===== src/rtl/soc_bus_pkg.sv =====
// Shared definitions for SoC bus masters: FSM states, owner encoding and
// default bus widths.
package soc_bus_pkg;

  localparam int DEFAULT_AW = 32;
  localparam int DEFAULT_DW = 32;

  typedef enum logic [1:0] {
    IDLE = 2'd0,
    BUSY = 2'd1,
    RESP = 2'd2
  } busState_t;

  localparam logic OWN_IF = 1'b0;
  localparam logic OWN_D  = 1'b1;

endpackage


===== src/rtl/bus_timeout_ctr.sv =====
// Loadable up-counter with clear and enable. The expired flag rises while the
// count sits one below the limit, so an enabled cycle there ends the wait.
module bus_timeout_ctr #(
  parameter int CW = 16
) (
  input  logic          clk,
  input  logic          reset,
  input  logic          clr,
  input  logic          load,
  input  logic [CW-1:0] loadVal,
  input  logic          en,
  input  logic [CW-1:0] limit,
  output logic          expired
);

  logic [CW-1:0] countReg;

  always_ff @(posedge clk) begin
    if (reset || clr) begin
      countReg <= '0;
    end else if (load) begin
      countReg <= loadVal;
    end else if (en) begin
      countReg <= countReg + CW'(1);
    end
  end

  assign expired = (countReg == limit - CW'(1));

endmodule


===== src/rtl/mem_port_arbiter.sv =====
// Two-requester memory bus arbiter for the 5-stage core: serialises fetch and
// data accesses onto one bus, with a data-streak cap and slave timeout.
module mem_port_arbiter
  import soc_bus_pkg::*;
#(
  parameter int AW          = DEFAULT_AW,
  parameter int DW          = DEFAULT_DW,
  parameter int MAX_DSTREAK = 4,
  parameter int TIMEOUT     = 255
) (
  input  logic            clk,
  input  logic            reset,
  input  logic            if_req,
  input  logic [AW-1:0]   if_addr,
  output logic [DW-1:0]   if_rdata,
  output logic            if_ack,
  input  logic            d_req,
  input  logic            d_we,
  input  logic [DW/8-1:0] d_be,
  input  logic [AW-1:0]   d_addr,
  input  logic [DW-1:0]   d_wdata,
  output logic [DW-1:0]   d_rdata,
  output logic            d_ack,
  output logic            bus_valid,
  output logic            bus_we,
  output logic [DW/8-1:0] bus_be,
  output logic [AW-1:0]   bus_addr,
  output logic [DW-1:0]   bus_wdata,
  input  logic            bus_ready,
  input  logic [DW-1:0]   bus_rdata,
  output logic            stall_if,
  output logic            stall_mem,
  output logic            bus_err
);

  localparam int STREAK_W = (MAX_DSTREAK < 1) ? 1 : $clog2(MAX_DSTREAK + 1);

  busState_t         stateReg, stateNext;
  logic              ownerReg;
  logic [STREAK_W-1:0] streakReg;
  logic              busValidReg, busWeReg;
  logic [DW/8-1:0]   busBeReg;
  logic [AW-1:0]     busAddrReg;
  logic [DW-1:0]     busWdataReg, ifRdataReg, dRdataReg, respData;
  logic              ifAckReg, dAckReg, busErrReg;

  logic startTxn, grantD, doneOk, doneTo, ctrEn, toExpired, streakAtMax;

  assign streakAtMax = (streakReg == STREAK_W'(MAX_DSTREAK));
  assign ctrEn       = (stateReg == BUSY) && !bus_ready;

  bus_timeout_ctr #(
    .CW(16)
  ) timeoutCtr (
    .clk     (clk),
    .reset   (reset),
    .clr     (startTxn),
    .load    (1'b0),
    .loadVal (16'd0),
    .en      (ctrEn),
    .limit   (16'(TIMEOUT)),
    .expired (toExpired)
  );

  always_comb begin
    stateNext = stateReg;
    startTxn  = 1'b0;
    grantD    = 1'b0;
    doneOk    = 1'b0;
    doneTo    = 1'b0;
    case (stateReg)
      IDLE: begin
        if (if_req || d_req) begin
          startTxn  = 1'b1;
          // Data normally wins; a waiting fetch gets through once the cap is hit.
          grantD    = d_req && !(if_req && streakAtMax);
          stateNext = BUSY;
        end
      end
      BUSY: begin
        if (bus_ready) begin
          doneOk    = 1'b1;
          stateNext = RESP;
        end else if (toExpired) begin
          doneTo    = 1'b1;
          stateNext = RESP;
        end
      end
      RESP:    stateNext = IDLE;
      default: stateNext = IDLE;
    endcase
  end

  assign respData = doneTo ? '0 : bus_rdata;

  always_ff @(posedge clk) begin
    if (reset) begin
      stateReg    <= IDLE;
      ownerReg    <= OWN_IF;
      streakReg   <= '0;
      busValidReg <= 1'b0;
      busWeReg    <= 1'b0;
      busBeReg    <= '0;
      busAddrReg  <= '0;
      busWdataReg <= '0;
      ifRdataReg  <= '0;
      dRdataReg   <= '0;
      ifAckReg    <= 1'b0;
      dAckReg     <= 1'b0;
      busErrReg   <= 1'b0;
    end else begin
      stateReg  <= stateNext;
      ifAckReg  <= 1'b0;
      dAckReg   <= 1'b0;
      busErrReg <= 1'b0;
      if (startTxn) begin
        busValidReg <= 1'b1;
        ownerReg    <= grantD ? OWN_D : OWN_IF;
        if (grantD) begin
          busWeReg    <= d_we;
          busBeReg    <= d_be;
          busAddrReg  <= d_addr;
          busWdataReg <= d_wdata;
          streakReg   <= if_req ? streakReg + STREAK_W'(1) : '0;
        end else begin
          busWeReg    <= 1'b0;
          busBeReg    <= '1;
          busAddrReg  <= if_addr;
          busWdataReg <= '0;
          streakReg   <= '0;
        end
      end
      if (doneOk || doneTo) begin
        busValidReg <= 1'b0;
        busErrReg   <= doneTo;
        if (ownerReg == OWN_D) begin
          dRdataReg <= respData;
          dAckReg   <= 1'b1;
        end else begin
          ifRdataReg <= respData;
          ifAckReg   <= 1'b1;
        end
      end
    end
  end

  assign bus_valid = busValidReg;
  assign bus_we    = busWeReg;
  assign bus_be    = busBeReg;
  assign bus_addr  = busAddrReg;
  assign bus_wdata = busWdataReg;
  assign if_rdata  = ifRdataReg;
  assign d_rdata   = dRdataReg;
  assign if_ack    = ifAckReg;
  assign d_ack     = dAckReg;
  assign bus_err   = busErrReg;
  assign stall_if  = if_req & ~ifAckReg;
  assign stall_mem = d_req & ~dAckReg;

endmodule


===== config.mk =====
export PLATFORM = sky130hd
export DESIGN_NAME = mem_port_arbiter
export DESIGN_NICKNAME = d
export VERILOG_FILES = /design/src/rtl/soc_bus_pkg.sv /design/src/rtl/bus_timeout_ctr.sv /design/src/rtl/mem_port_arbiter.sv
export SDC_FILE = /design/constraint.sdc
export NUM_CORES = 1
export LEC_CHECK = 0
export CORE_MARGIN = 8
export CORE_UTILIZATION = 30
export CTS_CLUSTER_DIAMETER = 50
export DETAILED_ROUTE_END_ITERATION = 6
export PLACE_DENSITY_LB_ADDON = 0.05
export SLEW_MARGIN = 20
export SYNTH_ARGS = -nofsm -noshare
export SYNTH_HDL_FRONTEND = slang
export SYNTH_HIERARCHICAL = 1
export SYNTH_SLANG_ARGS = --single-unit

===== constraint.sdc =====
create_clock -name clk -period 5.3 [get_ports clk]
set_input_delay 0.53 -clock clk [delete_from_list [all_inputs] [get_ports clk]]
set_output_delay 0.53 -clock clk [all_outputs]
set_load 0.01 [all_outputs]

Word level (Yosys, flattened, before mapping)
Index checks and enable logic that the tools add are counted.
{ "totals": {"regBits": 159, "in_bits": 138, "out_inout_bits": 139} }
{ "op_classes": {"n_addsub": 2, "eq_ne": 5, "n_mux": 23, "n_bitwise": 6, "reduce_logical": 14} }
{ "op_table": {"columns": ["cell", "n"], "rows": [
  ["two-way mux 32 bit", 3],
  ["adder 16 x 1 -> 16 bit, second input constant", 1],
  ["equality test 16 x 8 -> 1 bit, second input constant", 1],
  ["two-way mux 1 bit", 13],
  ["two-way mux 2 bit", 3],
  ["two-way mux 3 bit", 2],
  ["AND reduction 2 bit", 3],
  ["two-way mux 4 bit", 1],
  ["NOT 1 bit", 4],
  ["case mux 2 bit (2 select lines)", 1],
  ["OR reduction 2 bit", 2],
  ["adder 3 x 1 -> 3 bit, second input constant", 1],
  ["equality test 3 bit, second input constant", 1],
  ["logical AND 1 bit", 3],
  ["logical OR 1 bit", 3],
  ["inequality test 3 x 2 -> 1 bit, second input constant", 1],
  ["AND 1 bit", 2],
  ["equality test 2 x 1 -> 1 bit, second input constant", 1],
  ["zero test 1 bit", 2],
  ["zero test 2 bit", 1],
  ["inequality test 2 bit, second input constant", 1]
]} }

Longest topological paths before layout
Gate-level depths: netlist (run 1).
{ "depth": {"depth_word": 7, "ltp_mapped": 13, "depth_no_buf": 11} }

Hierarchy
The synthesis (run 1) kept the hierarchy.
{ "modules_own_cells": {"columns": ["module", "n_inst", "cells_each", "area_each_um2"], "rows": [
  ["mem_port_arbiter", 1, 585, 5519.0],
  ["bus_timeout_ctr", 1, 195, 1467.7]
]} }

Worst setup path after synthesis (run 1)
Ideal clock, no wire load.
{ "synth_path": {"path_type": "register to register", "from": "register timeoutCtr.countReg[15]", "to": "register ifRdataReg[10] (netlist: if_rdata[10])", "arrival_ns": 2.034, "setup_slack_ns": 3.207, "path_stages_with_launch": 11, "n_path_buf": 1, "period_less_slack_ns": 2.093, "cell_sequence": "dfxtp_1 -> xor2_1 -> nor2_1 -> a21oi_1 -> a32oi_1 -> nand4_1 -> and4bb_1 -> or2_2 -> a31oi_2 -> buf_2 -> a22o_1"} }
{ "synth_between": {"elab_chain_len": 6, "word_cells_on_any_way": 7} }
{ "synth_lines": {"columns": ["item", "line_no", "source"], "rows": [
  ["start, declared", "bus_timeout_ctr.sv:16", "logic [CW-1:0] countReg;"],
  ["start signal, assigned", "bus_timeout_ctr.sv:22", "countReg <= loadVal;"],
  ["start signal, assigned", "bus_timeout_ctr.sv:24", "countReg <= countReg + CW'(1);"],
  ["equality test 16 x 8 -> 1 bit (*)", "bus_timeout_ctr.sv:28", "assign expired = (countReg == limit - CW'(1));"],
  ["named net toExpired", "mem_port_arbiter.sv:47", "logic startTxn, grantD, doneOk, doneTo, ctrEn, toExpired, streakAtMax;"],
  ["two-way mux 1 bit (*)", "mem_port_arbiter.sv:84", "end else if (toExpired) begin"],
  ["two-way mux 1 bit (*)", "mem_port_arbiter.sv:81", "if (bus_ready) begin"],
  ["two-way mux 1 bit (*)", "mem_port_arbiter.sv:71", "case (stateReg)"],
  ["logical OR 1 bit", "mem_port_arbiter.sv:133", "if (doneOk || doneTo) begin"],
  ["AND reduction 2 bit (no source line)", null, null],
  ["end signal, assigned", "mem_port_arbiter.sv:140", "ifRdataReg <= respData;"],
  ["end, declared", "mem_port_arbiter.sv:44", "logic [DW-1:0] busWdataReg, ifRdataReg, dRdataReg, respData;"]
]} }
Mark *: on every way through the listed nets, which the timed path passes. The rest lies on a longest branch.
A chain may end at the register's enable or synchronous reset.

Worst setup path in the final report (run 1)
{ "layout_path": {"from": "input if_req", "to": "register busWdataReg[22] (netlist: bus_wdata[22])"} }
{ "layout_between": {"elab_chain_len": 6, "word_cells_on_any_way": 9} }
{ "layout_lines": {"columns": ["item", "line_no", "source"], "rows": [
  ["start, declared", "mem_port_arbiter.sv:13", "input logic if_req,"],
  ["logical AND 1 bit", "mem_port_arbiter.sv:76", "grantD = d_req && !(if_req && streakAtMax);"],
  ["zero test 1 bit", "mem_port_arbiter.sv:76", null],
  ["logical AND 1 bit", "mem_port_arbiter.sv:76", null],
  ["two-way mux 1 bit", "mem_port_arbiter.sv:73", "if (if_req || d_req) begin"],
  ["two-way mux 1 bit", "mem_port_arbiter.sv:71", null],
  ["two-way mux 32 bit", "mem_port_arbiter.sv:119", "if (grantD) begin"],
  ["end signal, assigned", "mem_port_arbiter.sv:123", "busWdataReg <= d_wdata;"],
  ["end, declared", "mem_port_arbiter.sv:44", null]
]} }
Several ways; a longest one is shown, not always the timed one.

==> results.cfg, run 1 <==
[timing]
rsz0062_at_grt = false
tns_ns = 0
slew_headroom_pct = 26.1
worst_pin_slew_ns = 1.11
finalSetupViolCount = 0
hold_ws_ns = 0.475
fin_crit_ns = 2.53
drv_slew = 0
fin_crit_sh_pct = 47.8
fmax_mhz = 395
hold_violations = 0
skew_ns = 0.0175

[power]
peakVddDrop_mv = 0.178
cellPowerDensity_nw_per_um2 = 291
switchingPower_uw = 927
p_int_mw = 2.21
clock_power_share_pct = 39.7
p_seq_share_pct = 41.9
p_leak_nw = 3.95
sw_frac_of_total_pct = 29.6
power_frac_comb_pct = 18.4

[finish]
synthToLayoutAreaGrowth_pct = 54.1
layout.cells.most_common_list = 275 x clkdlybuf4s50_1, 159 x dfxtp_1, 81 x a21oi_1
final_util_pct = 46.4
antennaDiodeCount = 0
final_nets = 1220
layout_commonest_cell = clkdlybuf4s50_1
drive_gt1_share_pct = 6.23
postLayoutCellArea_sq_um = 10800

[clocking]
cts_setup_buffers = 0
clock_path_buffers = 2
cts_tree = built
cts_resized = 0
cts_max_level = 4
cts_made_buffers = 17
cts_root_buf = clkbuf_16
clk_latency_ns = 0.43
clk_pin_slew_ns = 0.07
cts_hold_buf = 0
clock-sinks = 159

[critical_path]
cp_max_fo = 46
crit_end = bus_wdata[22]
crit_path_start_kind = input pin
rr_endpoint = if_rdata[29]
end_kind = register
crit_required_ns = 5.57
r2r_setup_slack_ns = 2.81
critPathLaunch = if_req
crit_arrival_ns = 2.81
crit_type = in2reg
reg2reg_depth = 10
timing.rr.start = timeoutCtr/countReg[15]

[synth]
synth_cell_type_count = 50
synth_flop_cell = dfxtp_1
synth_edf_count = 0
yosys_warnings = 6
synth.avg_cell_area_sq_um = 8.96
async_reset_ff_share_pct = 0
syn-instance-count = 780
synth_area_sq_um = 6990
ys_seq_elements = 159
yosysSeqAreaShare_pct = 45.6

[status]
status = finished, final reports clean

[detailed_routing]
via_per_inst = 4.82
route.detailed.drc = 0
wl_mm = 26.0
dr.pass1.iters = 5
post_drt_wl_per_cell_um = 18.4
drt_iter0_markers = 604
vias = 6802
drtAntennaViolNets = 0

[global_routing]
grt_max_degree = 83
antenna_found_initial = 0
grt_first_pass_wirelength_mm = 39.1
grt_use_total_pct = 17.5
grt.overflow.total = 0
grt_pass1_vias = 6456

[worst_hold_path]
min_from = bus_wdata[31]
hold_path.class = reg2reg

[die]
start_util_pct = 30.1
die_w_um = 169
dieHeight_um = 169
ioPinCount = 277
core-area_sq_um = 23200
dieArea_sq_um = 28400
row_count = 56

[flow_run]
drv_cap = 0

[placed_design]
gp_congestion = 0.735
port_buffers = 276
placed_cell_area_sq_um = 10200
place_hpwl_mm = 17.7
## worst min-delay path by stage
stage / endpoint / slack, ns / depth (start not counted)
2_1_floorplan: streakReg[2] / 0.45 / 1
3_3_place_gp: d_rdata[6] / 0.46 / 1
3_5_place_dp: d_rdata[1] / 0.46 / 1
4_1_cts: bus_wdata[31] / 0.48 / 2
5_1_grt: if_rdata[4] / 0.49 / 1
6_report: bus_wdata[31] / 0.47 / 2
## cell type report
cell class	count	area, sq um
Clock inverter	15	180
Timing Repair Buffer	285	2830
Multi-Input combinational cell	605	3710
Sequential cell	159	3180
Clock buffer	17	425
Inverter	10	37.5
Tap cell	319	399
Fill cell	2265	12400
## cell families (layout without fill, tap and decap cells)
| kind of cell | Yosys count | count (layout) | synth area share (%) |
|---|---|---|---|
| buf+inv | 86 | 327 | 5.34 |
| flops | 159 | 159 | 45.6 |
| xor+xnor | 35 | 35 | 4.39 |
| fa+ha+maj | 4 | 4 | 0.716 |
| compound gates | 274 | 274 | 25.9 |
| simple gates | 210 | 210 | 16.5 |
| mux | 10 | 10 | 1.45 |
| other cells | 2 | 72 | 0.107 |
## per-stage QoR
step / setup WS, ns / instances / power [mW]
global placement: 2.29 / 1378 / 1.92
detailed placement: 2.29 / 1378 / 1.92
global route: 2.55 / 1410 / 3.28
CTS: 2.76 / 1410 / 3.18
finish: 2.77 / 1410 / 3.13
floorplan: 3.21 / 850 / 1.61
## synth_stat cells (all sizes together), types with 3 or more instances
| cell type | instances | share of area, % |
|---|---|---|
| a311oi | 32 | 4.0 |
| or2 | 6 | 0.54 |
| clkbuf | 43 | 2.3 |
| xor2 | 18 | 2.3 |
| a22o | 64 | 8.0 |
| buf | 33 | 2.5 |
| xnor2 | 17 | 2.1 |
| nor4 | 7 | 0.84 |
| and3 | 7 | 0.63 |
| nand3 | 78 | 5.6 |
| or3 | 3 | 0.27 |
| nand4 | 7 | 0.63 |
| o21ai | 78 | 5.6 |
| inv | 10 | 0.54 |
| nand2 | 12 | 0.64 |
| dfxtp | 159 | 46 |
| nor2b | 39 | 3.5 |
| o21a | 4 | 0.43 |
| ha | 4 | 0.72 |
| a31oi | 4 | 0.54 |
| o221a | 5 | 0.81 |
| mux2i | 9 | 1.3 |
| nor2 | 33 | 1.8 |
| a21oi | 81 | 5.8 |
| nor3 | 8 | 0.72 |
## flip-flops by register name, indices dropped and copies added (netlist names)
register / count
bus_valid: 1
ownerReg: 1
bus_we: 1
bus_wdata: 32
streakReg: 3
timeoutCtr/countReg: 16
bus_addr: 32
if_ack: 1
d_rdata: 32
bus_be: 4
d_ack: 1
if_rdata: 32
stateReg: 2
bus_err: 1
## power by group through the flow
stage                     registers [mW]  clock network, mW  logic (mW)
final                               1.31               1.24       0.577
after global routing                1.32               1.33       0.626
after CTS                           1.31               1.28       0.579
after detailed placement            1.34                  0       0.577
after global placement              1.34                  0       0.579
after floorplan                     1.36                  0       0.251
## critical path: stages
cell and delay (ns):
clkdlybuf4s50_1 0.64, nand3_2 0.87, buf_4 0.56, nand3_1 0.12
a21oi_1 0.07
## routing by layer
layer	track usage, %	wire, um
met1	23.5	12100
met4	5.28	379
met5	0	0
met2	27.5	12000
met3	4.03	1510
Power figures use the tool's default switching activity.
==> run 2: changes to the inputs <==
==> constraint.sdc (replaced) <==
create_clock -name clk -period 2.1 [get_ports clk]
set_input_delay 0.21 -clock clk [delete_from_list [all_inputs] [get_ports clk]]
set_output_delay 0.21 -clock clk [all_outputs]
set_load 0.01 [all_outputs]
==> run 2 against run 1 <==
Against the previous run: count of clock-buffer cells in the layout did not move; register-to-register slack got worse by 2.8 ns; wire length up 0.69%; sequential power increased to 2.5 times the previous value; worst setup slack lost 2.7 ns; final area rose by 3.4%; clock skew fell by 0.0027 ns; first-iteration DRC count fell by 22%; worst hold slack worse by 0.29 ns; core utilization up 1.6 points; largest power group unchanged.
==> results.cfg, run 2 (synthesis gave the netlist of run 1 again) <==
[status]
status = finished, final reports clean

[timing]
skew_ns = 0.0149
fin_crit_ns = 2.06
drv_slew = 0
slew_headroom_pct = 52.7
fmax_mhz = 485
fin_crit_sh_pct = 98.2
worst_pin_slew_ns = 0.709
fin_ws_ns = 0.0375
tns_ns = 0
hold_violations = 0
finalSetupViolCount = 0
rsz0062_at_grt = true

[finish]
drive_gt1_share_pct = 8.67
synthToLayoutAreaGrowth_pct = 59.3
layout.cells.most_common_list = 275 x clkdlybuf4s50_1, 158 x dfxtp_1, 81 x a21oi_1
layout_commonest_cell = clkdlybuf4s50_1
layoutNonFillerInstCount = 1442
postLayoutCellArea_sq_um = 11100
final_util_pct = 48.0
final_nets = 1248

[die]
dieArea_sq_um = 28400
start_util_pct = 30.1
die_w_um = 169
ioPinCount = 277
core-area_sq_um = 23200
row_count = 56
dieHeight_um = 169

[clocking]
clk_pin_slew_ns = 0.07
clk_latency_ns = 0.44
cts_root_buf = clkbuf_16
cts_tree = built
cts_max_level = 4
clock_path_buffers = 2
cts_made_buffers = 17
clock-sinks = 159

[global_routing]
grt.overflow.total = 0
grt_use_total_pct = 17.7
grt_first_pass_wirelength_mm = 40.1
antenna_found_initial = 1
grt_max_degree = 70
grt_pass1_vias = 6655

[critical_path]
critPathBufInv = 1
critPathTopFamily = compound AO/OA/AOI/OAI gates
cpMaxStageDelayCell = dfxtp_1
r2r_setup_slack_ns = 0.04
cp_max_fo = 32
rr_endpoint = d_rdata[29]
crit_arrival_ns = 2.44
crit_required_ns = 2.48
crit_type = reg2reg
reg2reg_depth = 10
end_kind = register
timing.rr.start = timeoutCtr/countReg[15]
slowest_delay_ns = 0.34
crit_path_start_kind = register
path_cells = xor2_1 -> nor2_2 -> a21oi_1 -> a32oi_1 -> nand4_1 -> and4bb_1 -> or2_4 -> a31oi_2 -> buf_12 -> a22o_1

[worst_hold_path]
min_path_cells = 2
min_from = reset
hold_path.class = in2reg
min_to = streakReg[0]

[placed_design]
place_hpwl_mm = 18.1
place_ws_ns = -0.0456
port_buffers = 276
gp_congestion = 0.758
placed_cell_area_sq_um = 10500
dp_cells = 1405

[detailed_routing]
drt_iter0_markers = 470
post_drt_wl_per_cell_um = 18.1
wl_mm = 26.1
drtAntennaViolNets = 0
vias = 6954
via_per_inst = 4.82
dr.pass1.iters = 4
route.detailed.drc = 0

[power]
p_leak_nw = 4.16
cellPowerDensity_nw_per_um2 = 729
peakVddDrop_mv = 0.509

[flow_run]
drv_cap = 0
-- run 2: cell types whose count changed in the layout (fill, tap and decap cells not counted), sizes merged --
cell      previous run  this run
buf                 10        38
diode                0         4
clkinvlp             3         0
inv                 17        20
-- run 2: worst max path at each step --
stage	start	end	slack, ns	cells past startpoint
6_report	timeoutCtr/countReg[15]	d_rdata[29]	0.04	10
5_1_grt	timeoutCtr/countReg[15]	d_rdata[2]	-0.17	10
4_1_cts	timeoutCtr/countReg[3]	d_rdata[31]	-0.02	10
3_5_place_dp	timeoutCtr/countReg[15]	if_rdata[17]	-0.05	10
3_3_place_gp	timeoutCtr/countReg[15]	if_rdata[6]	-0.008	10
2_1_floorplan	timeoutCtr/countReg[15]	if_rdata[10]	0.007	10
-- run 2: power breakdown --
group / leakage [nW] / switching [mW] / internal (mW)
combinational: 2.55 / 0.732 / 0.807
clock: 0.303 / 1.63 / 1.66
sequential: 1.30 / 0.0952 / 3.20
-- run 2: final cells by class --
cell class                      count  area, sq um
Clock inverter                     15          204
Sequential cell                   159         3180
Multi-Input combinational cell    605         3730
Clock buffer                       17          425
Tap cell                          319          399
Antenna cell                        4         10.0
Timing Repair Buffer              313         3140
Fill cell                        2290        12100
Inverter                           10         37.5
-- run 2: what timing repair did --
| item | in CTS | in global routing |
|---|---|---|
| gates resized for setup | 3 | 3 |
| setup buffers | 1 | 0 |
| hold buffers | 0 | 0 |
| setup endpoints to repair | 64 | 65 |
| pin swaps | 3 | 1 |
-- run 2: layer usage --
metal | track usage [%] | vias up | part of all wire, %
li1 | - | 3447 | -
met1 | 23.0 | 3290 | 45
met2 | 28.2 | 186 | 47
met3 | 4.24 | 31 | 6.1
met4 | 6.56 | 0 | 2.6
met5 | 0 | - | 0
-- run 2: stage by stage --
stage               hold slack (ns)  power (mW)
finish                        0.186        8.12
global route                  0.191        8.46
CTS                           0.168        8.21
detailed placement            0.454        4.89
global placement              0.457        4.89
floorplan                     0.362        4.07
-- run 2: worst reg2reg max path, stage by stage, from the launching register on --
cell	delay [ns]
dfxtp_1	0.34
xor2_1	0.22
nor2_2	0.07
a21oi_1	0.13
a32oi_1	0.11
nand4_1	0.08
and4bb_1	0.20
or2_4	0.25
a31oi_2	0.23
buf_12	0.23
a22o_1	0.16
